===== config.mk =====
export PLATFORM = sky130hd
export DESIGN_NAME = vco_ramp_ctrl_flat
export DESIGN_NICKNAME = d
export VERILOG_FILES = /design/src/rtl/vco_ramp_ctrl_if.sv /design/src/rtl/vco_ramp_ctrl.sv /design/src/flat_wrapper.sv
export SDC_FILE = /design/constraint.sdc
export NUM_CORES = 1
export LEC_CHECK = 0
export CORE_UTILIZATION = 40
export CTS_CLUSTER_DIAMETER = 80
export DETAILED_ROUTE_END_ITERATION = 7
export PLACE_DENSITY = 0.61
export SLEW_MARGIN = 20
export SYNTH_ARGS = -nofsm -noshare
export SYNTH_HDL_FRONTEND = slang
export SYNTH_SLANG_ARGS = --single-unit

===== constraint.sdc =====
create_clock -name CLK -period 7 [get_ports CLK]
set_input_delay 0.7 -clock CLK [delete_from_list [all_inputs] [get_ports CLK]]
set_output_delay 0.7 -clock CLK [all_outputs]
set_load 0.05 [all_outputs]

===== src/rtl/vco_ramp_ctrl_if.sv =====
// VCO ramp controller bus: register-block controls in, tuning code and status out.
// Optional VCO_RAMP_LIMIT_EN adds the CODE_MIN/CODE_MAX window inputs.
interface vco_ramp_ctrl_if #(parameter int WIDTH = 8);
  logic [WIDTH-1:0] VCO_SEL;
  logic [7:0]       rampTime;
  logic             LOAD;
  logic             Vup;
  logic             Vdn;
  logic             PD;
  logic [WIDTH-1:0] VCO_CODE;
  logic             BUSY;
  logic             DONE;
`ifdef VCO_RAMP_LIMIT_EN
  logic [WIDTH-1:0] CODE_MIN;
  logic [WIDTH-1:0] CODE_MAX;

  modport master (output VCO_SEL, rampTime, LOAD, Vup, Vdn, PD, CODE_MIN, CODE_MAX,
                  input  VCO_CODE, BUSY, DONE);
  modport slave  (input  VCO_SEL, rampTime, LOAD, Vup, Vdn, PD, CODE_MIN, CODE_MAX,
                  output VCO_CODE, BUSY, DONE);
`else
  modport master (output VCO_SEL, rampTime, LOAD, Vup, Vdn, PD,
                  input  VCO_CODE, BUSY, DONE);
  modport slave  (input  VCO_SEL, rampTime, LOAD, Vup, Vdn, PD,
                  output VCO_CODE, BUSY, DONE);
`endif
endinterface


===== src/rtl/vco_ramp_ctrl.sv =====
// VCO tuning-code slew controller. Moves VCO_CODE one LSB per rampTime*PRESCALE
// cycles toward the latched target, with idle-time manual trim and power-down.
// Optional feature macro: VCO_RAMP_LIMIT_EN (clamps target/trim into CODE_MIN..CODE_MAX).
module vco_ramp_ctrl #(
  parameter int WIDTH    = 8,
  parameter int PRESCALE = 16
) (
  input  logic            CLK,
  input  logic            reset_n,
  vco_ramp_ctrl_if.slave  bus
);
  localparam int PW = (PRESCALE > 1) ? $clog2(PRESCALE) : 1;

  typedef enum logic [1:0] {IDLE, RAMP, PDN} state_t;

  state_t           state_q, state_d;
  logic [WIDTH-1:0] code_q, code_d;
  logic [WIDTH-1:0] tgt_q, tgt_d;
  logic [7:0]       rt_q, rt_d;
  logic [PW-1:0]    pre_q, pre_d;
  logic [7:0]       cnt_q, cnt_d;
  logic             done_q, done_d;
  logic             vup_q, vdn_q;

  logic [WIDTH-1:0] lo, hi, sel_c;
  logic             up_e, dn_e, tick;

`ifdef VCO_RAMP_LIMIT_EN
  assign lo = bus.CODE_MIN;
  assign hi = bus.CODE_MAX;
`else
  assign lo = '0;
  assign hi = '1;
`endif

  // Clamp the requested target; upper bound applied last so it wins on an inverted window
  always_comb begin
    sel_c = bus.VCO_SEL;
    if (sel_c < lo) sel_c = lo;
    if (sel_c > hi) sel_c = hi;
  end

  assign up_e = bus.Vup & ~vup_q;
  assign dn_e = bus.Vdn & ~vdn_q;
  assign tick = (pre_q == PW'(PRESCALE - 1));

  // Next-state: power-down overrides everything, LOAD restarts timing, trim only when idle
  always_comb begin
    state_d = state_q;
    code_d  = code_q;
    tgt_d   = tgt_q;
    rt_d    = rt_q;
    pre_d   = pre_q;
    cnt_d   = cnt_q;
    done_d  = 1'b0;
    if (bus.PD) begin
      state_d = PDN;
      code_d  = '0;
      pre_d   = '0;
      cnt_d   = '0;
    end else begin
      case (state_q)
        PDN: state_d = IDLE;
        default: begin
          if (bus.LOAD) begin
            tgt_d = sel_c;
            rt_d  = bus.rampTime;
            pre_d = '0;
            cnt_d = '0;
            if (sel_c == code_q) begin
              state_d = IDLE;
              done_d  = 1'b1;
            end else if (bus.rampTime == 8'd0) begin
              code_d  = sel_c;
              state_d = IDLE;
              done_d  = 1'b1;
            end else begin
              state_d = RAMP;
            end
          end else if (state_q == IDLE) begin
            if (up_e && !dn_e && code_q < hi)      code_d = code_q + 1'b1;
            else if (dn_e && !up_e && code_q > lo) code_d = code_q - 1'b1;
          end else begin
            pre_d = tick ? '0 : pre_q + 1'b1;
            if (tick) begin
              if (cnt_q == rt_q - 8'd1) begin
                cnt_d  = '0;
                // direction re-evaluated every step so the code cannot overshoot
                code_d = (tgt_q > code_q) ? code_q + 1'b1 : code_q - 1'b1;
                if (code_d == tgt_q) begin
                  state_d = IDLE;
                  done_d  = 1'b1;
                end
              end else begin
                cnt_d = cnt_q + 8'd1;
              end
            end
          end
        end
      endcase
    end
  end

  // State and datapath registers
  always_ff @(posedge CLK or negedge reset_n) begin
    if (!reset_n) begin
      state_q <= IDLE;
      code_q  <= '0;
      tgt_q   <= '0;
      rt_q    <= '0;
      pre_q   <= '0;
      cnt_q   <= '0;
      done_q  <= 1'b0;
      vup_q   <= 1'b0;
      vdn_q   <= 1'b0;
    end else begin
      state_q <= state_d;
      code_q  <= code_d;
      tgt_q   <= tgt_d;
      rt_q    <= rt_d;
      pre_q   <= pre_d;
      cnt_q   <= cnt_d;
      done_q  <= done_d;
      vup_q   <= bus.Vup;
      vdn_q   <= bus.Vdn;
    end
  end

  assign bus.VCO_CODE = code_q;
  assign bus.BUSY     = (state_q == RAMP);
  assign bus.DONE     = done_q;
endmodule


===== src/flat_wrapper.sv =====
// flat-port wrapper written by rule: the top's interface ports become plain ports
module vco_ramp_ctrl_flat 
#(
  parameter int WIDTH    = 8,
  parameter int PRESCALE = 16
)
  (CLK, reset_n, bus_VCO_SEL, bus_rampTime, bus_LOAD, bus_Vup, bus_Vdn, bus_PD, bus_VCO_CODE, bus_BUSY, bus_DONE);
  vco_ramp_ctrl_if #(.WIDTH(WIDTH)) bus_i ();
  input  logic CLK;
  input  logic reset_n;
  input wire logic [$bits(bus_i.VCO_SEL)-1:0] bus_VCO_SEL;
  input wire logic [$bits(bus_i.rampTime)-1:0] bus_rampTime;
  input wire logic [$bits(bus_i.LOAD)-1:0] bus_LOAD;
  input wire logic [$bits(bus_i.Vup)-1:0] bus_Vup;
  input wire logic [$bits(bus_i.Vdn)-1:0] bus_Vdn;
  input wire logic [$bits(bus_i.PD)-1:0] bus_PD;
  output wire logic [$bits(bus_i.VCO_CODE)-1:0] bus_VCO_CODE;
  output wire logic [$bits(bus_i.BUSY)-1:0] bus_BUSY;
  output wire logic [$bits(bus_i.DONE)-1:0] bus_DONE;
  assign bus_i.VCO_SEL = bus_VCO_SEL;
  assign bus_i.rampTime = bus_rampTime;
  assign bus_i.LOAD = bus_LOAD;
  assign bus_i.Vup = bus_Vup;
  assign bus_i.Vdn = bus_Vdn;
  assign bus_i.PD = bus_PD;
  assign bus_VCO_CODE = bus_i.VCO_CODE;
  assign bus_BUSY = bus_i.BUSY;
  assign bus_DONE = bus_i.DONE;
  vco_ramp_ctrl #(.WIDTH(WIDTH), .PRESCALE(PRESCALE)) u_core (.CLK(CLK), .reset_n(reset_n), .bus(bus_i));
endmodule

## Word level (Yosys, flattened, before mapping)

Cells that the tools add are included.

| storage, ports and cells | value |
|---|---|
| bits in latches | 0 |
| output and inout port bits | 10 |
| input bits | 22 |
| memory bits (writable) | 0 |
| flip-flop bits (word level) | 41 |
| memories | 0 |
| ROM bits | 0 |

| cells by class | value |
|---|---|
| reduce and logical (&&, ||, !) cells | 19 |
| shift-type cells | 0 |
| eq/ne operators | 12 |
| div/mod/pow operators | 0 |
| bitwise logic cells | 6 |
| multiply operators | 0 |
| $add $sub $neg | 5 |
| order comparisons | 5 |
| mux-type cells | 42 |

Operators with widths:

| cell | count |
|---|---|
| 2-to-1 mux 8 bit | 19 |
| == test 8 bit | 3 |
| 2-to-1 mux 4 bit | 5 |
| nonzero test 4 bit | 5 |
| adder 8 x 1 -> 8 bit, second input constant | 2 |
| 2-to-1 mux 2 bit | 8 |
| subtractor 8 x 1 -> 8 bit, second input constant | 2 |
| 2-to-1 mux 1 bit | 10 |
| > comparator 8 x 1 -> 1 bit, second input constant | 1 |
| > comparator 8 bit | 1 |
| > comparator 8 bit, second input constant | 1 |
| logical NOT 8 bit | 1 |
| less-than comparator 8 x 1 -> 1 bit, second input constant | 1 |
| less-than comparator 8 bit, second input constant | 1 |
| != test 3 bit, second input constant | 2 |
| AND reduction 3 bit | 2 |
| AND reduction 6 bit | 1 |
| != test 5 bit, second input constant | 1 |
| adder 4 x 1 -> 4 bit, second input constant | 1 |
| == test 4 bit, second input constant | 1 |
| logical AND 1 bit | 4 |
| != test 4 bit, second input constant | 1 |
| NOT 1 bit | 4 |
| AND reduction 4 bit | 1 |
| other kinds (9) | 11 |

## Logic depth before layout (Yosys ltp)

Gate-level depths: netlist of run 1.

| depth | value |
|---|---|
| depth in word-level cells | 11 |
| gate-level depth with buffers | 12 |
| depth with buffers taken out | 10 |

## Worst setup path after synthesis of run 1

OpenSTA, ideal clock, no wires.

| timing path | value |
|---|---|
| kind | register to register |
| start | register u_core.code_q[5], in the netlist u_core.bus.VCO_CODE[5] |
| end | register u_core.state_q[1] |
| stages on the path, launching flop included | 12 |
| arrival | 3031 ps |
| data required time | 6874 ps |
| period minus slack after synthesis | 3158 ps |
| setup time | 126 ps |
| path slack | 3842 ps |
| path through | dfrtp_1 inv_1 ha_1 a21oi_1 nor2_1 a211oi_1 a21o_1 buf_6 mux2_4 a2111oi_4 o211ai_2 a311o_1 |

| on the way | value |
|---|---|
| longest elaborated chain between the ends | 5 |
| elaborated cells on any way between the ends | 7 |
| those cells by class | 2 x add/sub; 1 x order compare; 1 x eq/ne; 1 x mux; 2 x reduce/logical |

Ends and longest elaborated chain:

| element | line | source |
|---|---|---|
| start: declaration | vco_ramp_ctrl.sv:17 | `logic [WIDTH-1:0] code_q, code_d;` |
| start signal: assignment | vco_ramp_ctrl.sv:118 | `code_q <= code_d;` |
| subtractor 8 x 1 -> 8 bit, or another cell as far along | vco_ramp_ctrl.sv:89 | `code_d = (tgt_q > code_q) ? code_q + 1'b1 : code_q - 1'b1;` |
| 2-to-1 mux 8 bit (*) | vco_ramp_ctrl.sv:89 |  |
| == test 8 bit (*) | vco_ramp_ctrl.sv:90 | `if (code_d == tgt_q) begin` |
| nonzero test 4 bit (no source line) (*) | - |  |
| AND reduction 4 bit (no source line) (*) | - |  |
| end signal: assignment | vco_ramp_ctrl.sv:117 | `state_q <= state_d;` |
| end: declaration | vco_ramp_ctrl.sv:16 | `state_t state_q, state_d;` |

Mark *: on every way between the ends. The rest lies on a longest branch, timed or not.
A chain may end at the register's enable or synchronous reset.

## Worst setup path in the final report of run 1

| timing path | value |
|---|---|
| start | register u_core.code_q[4], in the netlist u_core.bus.VCO_CODE[4] |
| end | register u_core.state_q[1] |

The elaborated chain is that of the path after synthesis.

==> impl_metrics.tcl, run 1 <==
set metrics [dict create \
    run_status "finished, final reports clean" \
    seqCellArea_um2 1030 \
    syn_inst 335 \
    p_clk_frac 0.212 \
    grt_max_degree 42 \
    hold_ws_ps 511 \
    vias 2579 \
    rsz0062_at_grt "false" \
    synth_top_area_cell "dfrtp_1" \
    gp_congestion 0.892 \
    fin_area_um2 3600 \
    synthTopCellsByArea "dfrtp_1 33%, xnor2_1 8.1%, ha_1 5.6%" \
    fin_tns_setup_ps 0 \
    clockRootBuffer "clkbuf_8" \
    clockBufferDepth 2 \
    timing.final.crit_share 0.496 \
    wl_per_cell_um 16.4 \
    crit_type "reg -> reg" \
    final.setup.worst_slack_ps 3530 \
    rows 31 \
    rr_startpoint "u_core.bus.VCO_CODE[4]" \
    start_util 0.421 \
    multi_input_area_um2 1940 \
    placed_cell_area_um2 3470 \
    grt_pass1_wl_mm 13.1 \
    r2r_cells 10 \
    seqPwrFrac 0.308 \
    final_cell_count_no_fill 462 \
    fillCellCount 705 \
    worstPathArrival_ps 3650 \
    cts_tree "built" \
    r2r_slack_ps 3530 \
    pwr-share-comb 0.480 \
    postSynthAreaPerCell_um2 9.31 \
    path_max_fanout 11 \
    diodes 0 \
    numCtsBuffers 5 \
    worstPathRequired_ps 7180 \
    pin_count 32 \
    crit_chain "inv_1 > ha_1 > a21oi_1 > nor2_1 > a211oi_1 > a21o_1 > mux2_4 > a2111oi_4 > o211ai_2 > a311o_1" \
    synthToLayoutAreaGrowth_pct 15.4 \
    synth_edf_count 0 \
    drcViolationCount 0 \
    drv_slew 0 \
    path_delay_family "compound AO/OA/AOI/OAI gates" \
    synthesis.nets 371 \
    hold_depth 1 \
    firstDrtPassIters 4 \
    fin_skew_ps 12.8 \
    swShare 0.410 \
    placed_cells 454 \
    crit_slowest_cell "dfrtp_1" \
    p_int_mw 0.645 \
    postCtsSetupBuffers 0 \
    final_cell_mix "41 x dfrtp_1, 32 x nand2_1, 30 x clkdlybuf4s50_1" \
    h-tree-depth 2 \
    slew_headroom 0.362 \
    cp-startpoint "u_core.bus.VCO_CODE[4]" \
    clkTransAtPathRegs_ps 80 \
    yosys.area.top_type_share 0.329 \
    p_leak_nw 1.45 \
    hold_path_startpoint "u_core.pre_q[3]" \
    dieArea_um2 8160 \
    fmax_ghz 0.288 \
    hold_viol 0 \
    coreArea_um2 7410 \
    period_needed_ps 3470 \
    p_per_area_nw_per_um2 303 \
    setup_viol 0 \
    post_cts_resized 0 \
    final_common_cell "dfrtp_1" \
    fin_nets 398 \
    die_y_um 90.3 \
    p_switching_mw 0.448 \
    hold_class "reg -> reg" \
    hpwlAfterDp_mm 5.85 \
    drive_above_1_share 0.102 \
    async_reset_ff_frac 1.00 \
    post-place-ws_ps 3490 \
    overflow 0 \
    antenna_found_initial 0 \
    cts_num_sinks 41 \
    viasPerCell 5.58 \
    ctsHoldBuffers 0 \
    critPathLaunchType "register" \
    worst_slew_pin_slew_ps 957 \
    die_w_um 90.3 \
    max-vdd-ir-drop_uv 156 \
    slowest_delay_ps 620 \
    drt_wl_total_mm 7.60 \
    maxCapViolCount 0 \
    r2r_end "u_core.state_q[1]" \
    cp-end-kind "register" \
    yosysWarnings 0 \
    ys_seq_area_frac 0.329 \
    ys_types 62 \
    ys.flop_type "dfrtp_1" \
    synth_seq_cells 41 \
    clk_latency_ps 300 \
    drtAntennaViolNets 0 \
    first_iter_violations 161 \
    grt_pass1_vias 2565 \
    cp_num_buf_inv 1 \
    whs_endpoint "u_core.pre_q[3]" \
    io_buffers 31 \
    grt_usage 0.203 \
    syn_area_um2 3120 \
]
## worst max path at each step
stage	end	cells after the start
2_1_floorplan	u_core.state_q[1]	11
3_3_place_gp	u_core.state_q[1]	10
3_5_place_dp	u_core.state_q[1]	10
4_1_cts	u_core.state_q[1]	10
5_1_grt	u_core.state_q[1]	10
6_report	u_core.state_q[1]	10
## kinds of logic (layout without fill, tap and decap cells)
kind of cell	count (synthesis)	after routing	share of synthesized area
and+or+nand+nor	120	120	0.200
AOI/OAI and AO/OA	65	65	0.160
DFF	41	41	0.329
buffers and inverters	30	58	0.0505
adders and majority gates	14	14	0.0561
muxes	28	28	0.101
xor gates and xnor gates	37	37	0.104
## stage by stage
step                      total power, mW   util
after floorplan                     0.741      -
after global placement              0.862  0.468
after detailed placement            0.863  0.468
after CTS                            1.10  0.486
after global routing                 1.17  0.486
final                                1.09  0.486
## registers in the layout, summed over array words and instances, names as in the netlist, 2 cells and up
| signal | flops |
|---|---|
| u_core.tgt_q | 8 |
| u_core.bus.VCO_CODE | 8 |
| u_core.state_q | 2 |
| u_core.rt_q | 8 |
| u_core.cnt_q | 8 |
| u_core.pre_q | 4 |
## synth_stat cells, types with 3 or more instances
| cell | instances |
|---|---|
| dfrtp_1 | 41 |
| nand2_1 | 32 |
| xnor2_1 | 29 |
| nor2_1 | 25 |
| o21ai_0 | 19 |
| inv_1 | 18 |
| ha_1 | 14 |
| mux2_2 | 13 |
| mux2i_1 | 13 |
| nand3_1 | 11 |
| nand4_1 | 10 |
| a21oi_1 | 8 |
| xor2_1 | 8 |
| nor3_1 | 6 |
| and3_1 | 4 |
| clkbuf_1 | 4 |
| nand2b_1 | 4 |
| nor2b_1 | 4 |
| o22ai_1 | 4 |
| or3_1 | 4 |
| a21o_1 | 3 |
| buf_6 | 3 |
| o211ai_1 | 3 |
| o32ai_1 | 3 |
## power by group through the flow
stage	clock, mW	combinational (mW)	sequential, mW
floorplan	0	0.390	0.351
global placement	0	0.520	0.342
detailed placement	0	0.521	0.342
CTS	0.235	0.524	0.337
global route	0.247	0.575	0.346
finish	0.231	0.524	0.337
## routing by layer
metal	track usage	wire, µm	up-vias
li1	-	-	1259
met1	0.273	3480	1225
met2	0.317	3470	81
met3	0.0421	438	14
met4	0.0806	211	0
met5	0	0	-
## layout make-up
class / instances / area share
Clock buffer: 5 / 0.0191
Clock inverter: 3 / 0.0181
Inverter: 18 / 0.0188
Multi-Input combinational cell: 264 / 0.538
Sequential cell: 41 / 0.285
Tap cell: 99 / 0.0344
Timing Repair Buffer: 32 / 0.0869
## worst reg2reg max path, stage by stage (launching register included)
cell,delay [ps]
dfrtp_1,620
inv_1,190
ha_1,270
a21oi_1,130
nor2_1,50
a211oi_1,360
a21o_1,500
mux2_4,360
a2111oi_4,340
o211ai_2,190
a311o_1,350
(Power assumes the default switching activity.)
==> run 2, diff against run 1 <==
--- a/config.mk
+++ b/config.mk
@@ -8,7 +8,7 @@
 export CORE_UTILIZATION = 40
 export CTS_CLUSTER_DIAMETER = 80
 export DETAILED_ROUTE_END_ITERATION = 7
-export PLACE_DENSITY = 0.61
+export PLACE_DENSITY = 0.63
 export SLEW_MARGIN = 20
 export SYNTH_ARGS = -nofsm -noshare
 export SYNTH_HDL_FRONTEND = slang
==> constraint.sdc (replaced) <==
create_clock -name CLK -period 2.9 [get_ports CLK]
set_input_delay 0.29 -clock CLK [delete_from_list [all_inputs] [get_ports CLK]]
set_output_delay 0.29 -clock CLK [all_outputs]
set_load 0.05 [all_outputs]
==> impl_metrics.tcl, run 2 (synthesis gave the netlist of run 1 again) <==
set metrics [dict create \
    final_common_cell "dfrtp_1" \
    hpwlAfterDp_mm 6.06 \
    worstPathArrival_ps 2970 \
    vias 2600 \
    firstDrtPassIters 4 \
    synthToLayoutAreaGrowth_pct 21.3 \
    grt_pass1_vias 2482 \
    final.setup.worst_slack_ps 106 \
    r2r_cells 10 \
    drtAntennaViolNets 0 \
    first_iter_violations 163 \
    maxCapViolCount 0 \
    cts_num_sinks 41 \
    crit_type "reg -> reg" \
    drcViolationCount 0 \
    clkTransAtPathRegs_ps 90 \
    run_status "finished, final reports clean" \
    slew_headroom 0.389 \
    coreArea_um2 7410 \
    post-place-ws_ps 80.8 \
    fillCellCount 696 \
    pin_count 32 \
    rows 31 \
    wl_per_cell_um 16.3 \
    setup_viol 0 \
    placed_cell_area_um2 3600 \
    max-vdd-ir-drop_uv 379 \
    die_w_um 90.3 \
    drt_wl_total_mm 7.83 \
    numCtsBuffers 5 \
    grt_usage 0.203 \
    io_buffers 31 \
    grt_pass1_wl_mm 13.0 \
    hold_class "in -> async" \
    multi_input_area_um2 1960 \
    drive_above_1_share 0.178 \
    grt_max_degree 42 \
    viasPerCell 5.41 \
    seqCellArea_um2 1040 \
    start_util 0.421 \
    gp_congestion 0.931 \
    p_leak_nw 1.54 \
    die_y_um 90.3 \
    h-tree-depth 2 \
    worstPathRequired_ps 3080 \
    antenna_found_initial 0 \
    cts_tree "built" \
    hold_viol 0 \
    cp-end-kind "register" \
    period_needed_ps 2790 \
    fmax_ghz 0.358 \
    timing.final.crit_share 0.963 \
    clockBufferDepth 2 \
    fin_area_um2 3790 \
    overflow 0 \
    path_max_fanout 3 \
    clockRootBuffer "clkbuf_8" \
    final_cell_mix "33 x dfrtp_1, 32 x nand2_1, 30 x clkdlybuf4s50_1" \
    worst_slew_pin_slew_ps 916 \
    drv_slew 0 \
    diodes 0 \
    clk_latency_ps 300 \
    dieArea_um2 8160 \
    fin_skew_ps 14.0 \
    total_power_mw 2.83 \
    fin_nets 417 \
    p_per_area_nw_per_um2 747 \
    critPathLaunchType "register" \
]
run 2: area by class of cell:
class,count,area share
tap,99,0.0327
multi-input combinational,264,0.518
clock inverter,3,0.0182
timing repair buffer,51,0.121
sequential,41,0.274
inverter,18,0.0185
clock buffer,5,0.0182
run 2: routing by layer:
layer | global-route usage | wire length [µm]
met3 | 0.0286 | 310
met4 | 0.0645 | 106
met5 | 0 | 0
met1 | 0.291 | 3840
met2 | 0.314 | 3570
run 2: final timing paths:
path / start / slack (ps) / end
hold reg to reg: u_core.pre_q[3] / 510 / u_core.pre_q[3]
hold / removal: reset_n / 110 / u_core.cnt_q[7]
setup / recovery: u_core.bus.VCO_CODE[5] / 110 / u_core.state_q[1]
min in group CLK: bus_Vup / 450 / u_core.vup_q
setup reg to reg: u_core.bus.VCO_CODE[5] / 110 / u_core.state_q[1]
max in group asynchronous: reset_n / 2150 / u_core.bus.VCO_CODE[6]
run 2: metrics by stage:
step                utilization  hold slack [ps]  std cells  setup TNS (ps)
global placement          0.486              481        470               0
global route              0.511              189        481           -11.9
detailed placement        0.486              490        470               0
CTS                       0.505              159        478               0
finish                    0.511              109        481               0
floorplan                     -            -5.59        335               0
run 2: power by group:
part | total [mW] | switching (mW) | internal [mW]
sequential | 0.762 | 0.0996 | 0.662
clock | 0.569 | 0.222 | 0.347
combinational | 1.50 | 0.822 | 0.677
total | 2.83 | 1.14 | 1.69
run 2: critical path, stage by stage (launching register included):
cell	delay, ps
dfrtp_2	410
inv_1	110
ha_1	270
a21oi_1	190
nor2_1	70
a211oi_2	240
a21o_1	250
mux2_4	330
a2111oi_4	320
o211ai_2	150
a311o_1	330
run 2: timing repair:
action | CTS | global route
resized for setup | 0 | 5
endpoints found under the hold margin | 0 | 0
hold buffers | 0 | 0
setup endpoints to repair | 0 | 5
setup buffers | 0 | 3
==> run 3, diff against run 2 <==
--- a/config.mk
+++ b/config.mk
@@ -8,7 +8,7 @@
 export CORE_UTILIZATION = 40
 export CTS_CLUSTER_DIAMETER = 80
 export DETAILED_ROUTE_END_ITERATION = 7
-export PLACE_DENSITY = 0.63
+export PLACE_DENSITY = 0.61
 export SLEW_MARGIN = 20
 export SYNTH_ARGS = -nofsm -noshare
 export SYNTH_HDL_FRONTEND = slang
==> constraint.sdc (replaced) <==
create_clock -name CLK -period 3.3 [get_ports CLK]
set_input_delay 0.33 -clock CLK [delete_from_list [all_inputs] [get_ports CLK]]
set_output_delay 0.33 -clock CLK [all_outputs]
set_load 0.05 [all_outputs]
==> impl_metrics.tcl, run 3 (synthesis gave the netlist of run 1 again) <==
set metrics [dict create \
    wl_per_cell_um 15.8 \
    p_per_area_nw_per_um2 630 \
    rsz0062_at_grt "false" \
    seqPwrFrac 0.290 \
    antenna_found_initial 0 \
    p_leak_nw 1.49 \
    first_iter_violations 168 \
    critPathLaunchType "register" \
    p_clk_frac 0.184 \
    p_switching_mw 0.963 \
    diodes 0 \
    final_common_cell "dfrtp_1" \
    cts_tree "built" \
    slew_headroom 0.374 \
    swShare 0.417 \
    firstDrtPassIters 4 \
    gp_congestion 0.932 \
    drive_above_1_share 0.131 \
    drcViolationCount 0 \
    drt_wl_total_mm 7.47 \
    rr_startpoint "u_core.bus.VCO_CODE[5]" \
    drtAntennaViolNets 0 \
    setup_viol 0 \
    cp-end-kind "register" \
    start_util 0.421 \
    timing.final.crit_share 0.908 \
    hold_class "in -> async" \
    clk_latency_ps 300 \
    coreArea_um2 7410 \
    synthToLayoutAreaGrowth_pct 17.5 \
    fmax_ghz 0.334 \
    grt_usage 0.195 \
    overflow 0 \
    r2r_cells 10 \
    rows 31 \
    fin_nets 409 \
    die_y_um 90.3 \
    hold_viol 0 \
    maxCapViolCount 0 \
    grt_pass1_vias 2558 \
    max-vdd-ir-drop_uv 283 \
    run_status "finished, final reports clean" \
    pwr-share-comb 0.526 \
    clockBufferDepth 2 \
    p_int_mw 1.35 \
    post-place-ws_ps 136 \
    dieArea_um2 8160 \
    fin_tns_setup_ps 0 \
    cts_num_sinks 41 \
    crit_type "reg -> reg" \
    viasPerCell 5.39 \
    pin_count 32 \
    numCtsBuffers 5 \
    worst_slew_pin_slew_ps 939 \
    h-tree-depth 2 \
    worstPathArrival_ps 3190 \
    clkTransAtPathRegs_ps 90 \
    grt_max_degree 42 \
    hpwlAfterDp_mm 5.77 \
    final.setup.worst_slack_ps 305 \
    r2r_end "u_core.state_q[1]" \
    r2r_slack_ps 300 \
    io_buffers 31 \
    path_max_fanout 6 \
    vias 2548 \
    drv_slew 0 \
    period_needed_ps 3000 \
    worstPathRequired_ps 3490 \
    final_cell_mix "41 x dfrtp_1, 32 x nand2_1, 30 x clkdlybuf4s50_1" \
    clockRootBuffer "clkbuf_8" \
    grt_pass1_wl_mm 12.8 \
    die_w_um 90.3 \
    fin_skew_ps 7.40 \
]
## run 3: power by group through the flow
stage	registers [mW]	clock network (mW)	logic, mW
6_report	0.670	0.425	1.22
5_1_grt	0.683	0.454	1.33
4_1_cts	0.670	0.435	1.19
3_5_place_dp	0.680	0	1.18
3_3_place_gp	0.677	0	1.17
2_1_floorplan	0.745	0	0.827
## run 3: worst max path at each step
stage | startpoint | end | slack [ps]
after floorplan | u_core.bus.VCO_CODE[5] | u_core.state_q[1] | 140
after global placement | u_core.bus.VCO_CODE[5] | u_core.state_q[1] | 260
after detailed placement | u_core.bus.VCO_CODE[5] | u_core.state_q[1] | 140
after CTS | u_core.bus.VCO_CODE[5] | u_core.state_q[1] | 120
after global routing | u_core.bus.VCO_CODE[5] | u_core.state_q[1] | 90
final | u_core.bus.VCO_CODE[5] | u_core.state_q[1] | 300
## run 3: cell type report
class | count | area, µm²
Fill cell | 701 | 3740
Multi-Input combinational cell | 264 | 1940
Sequential cell | 41 | 1030
Timing Repair Buffer | 43 | 395
Tap cell | 99 | 124
Clock buffer | 5 | 68.8
Inverter | 18 | 67.6
Clock inverter | 3 | 46.3
## run 3: repair_timing
action | 4_1_cts | 5_1_grt
hold buffers | 0 | 0
hold endpoints to repair | 0 | 0
resized for setup | 0 | 1
buffers inserted | 0 | 2
endpoints found under the setup margin | 0 | 3
## run 3: per-layer routing
| layer | vias to the layer above | routed length [µm] | global-route usage |
|---|---|---|---|
| met2 | 68 | 3390 | 0.318 |
| met5 | - | 0 | 0 |
| met3 | 10 | 410 | 0.0421 |
| li1 | 1276 | - | - |
| met4 | 0 | 82 | 0.0403 |
| met1 | 1194 | 3590 | 0.265 |
## run 3: critical path, stage by stage, from the launching register on
cell,delay [ps]
dfrtp_1,460
inv_1,120
ha_1,340
a21oi_1,150
nor2_1,50
a211oi_1,360
a21o_2,250
mux2_4,320
a2111oi_4,320
o211ai_2,170
a311o_1,340
## run 3: stage by stage
step	std cells	power, mW	hold slack, ps	instance area, µm²	utilization
final	473	2.31	171	3670	0.495
after global routing	473	2.46	258	3670	0.495
after CTS	471	2.29	212	3650	0.493
after detailed placement	463	1.86	510	3530	0.477
after global placement	463	1.85	495	3530	0.477
after floorplan	335	1.57	34.4	3120	-
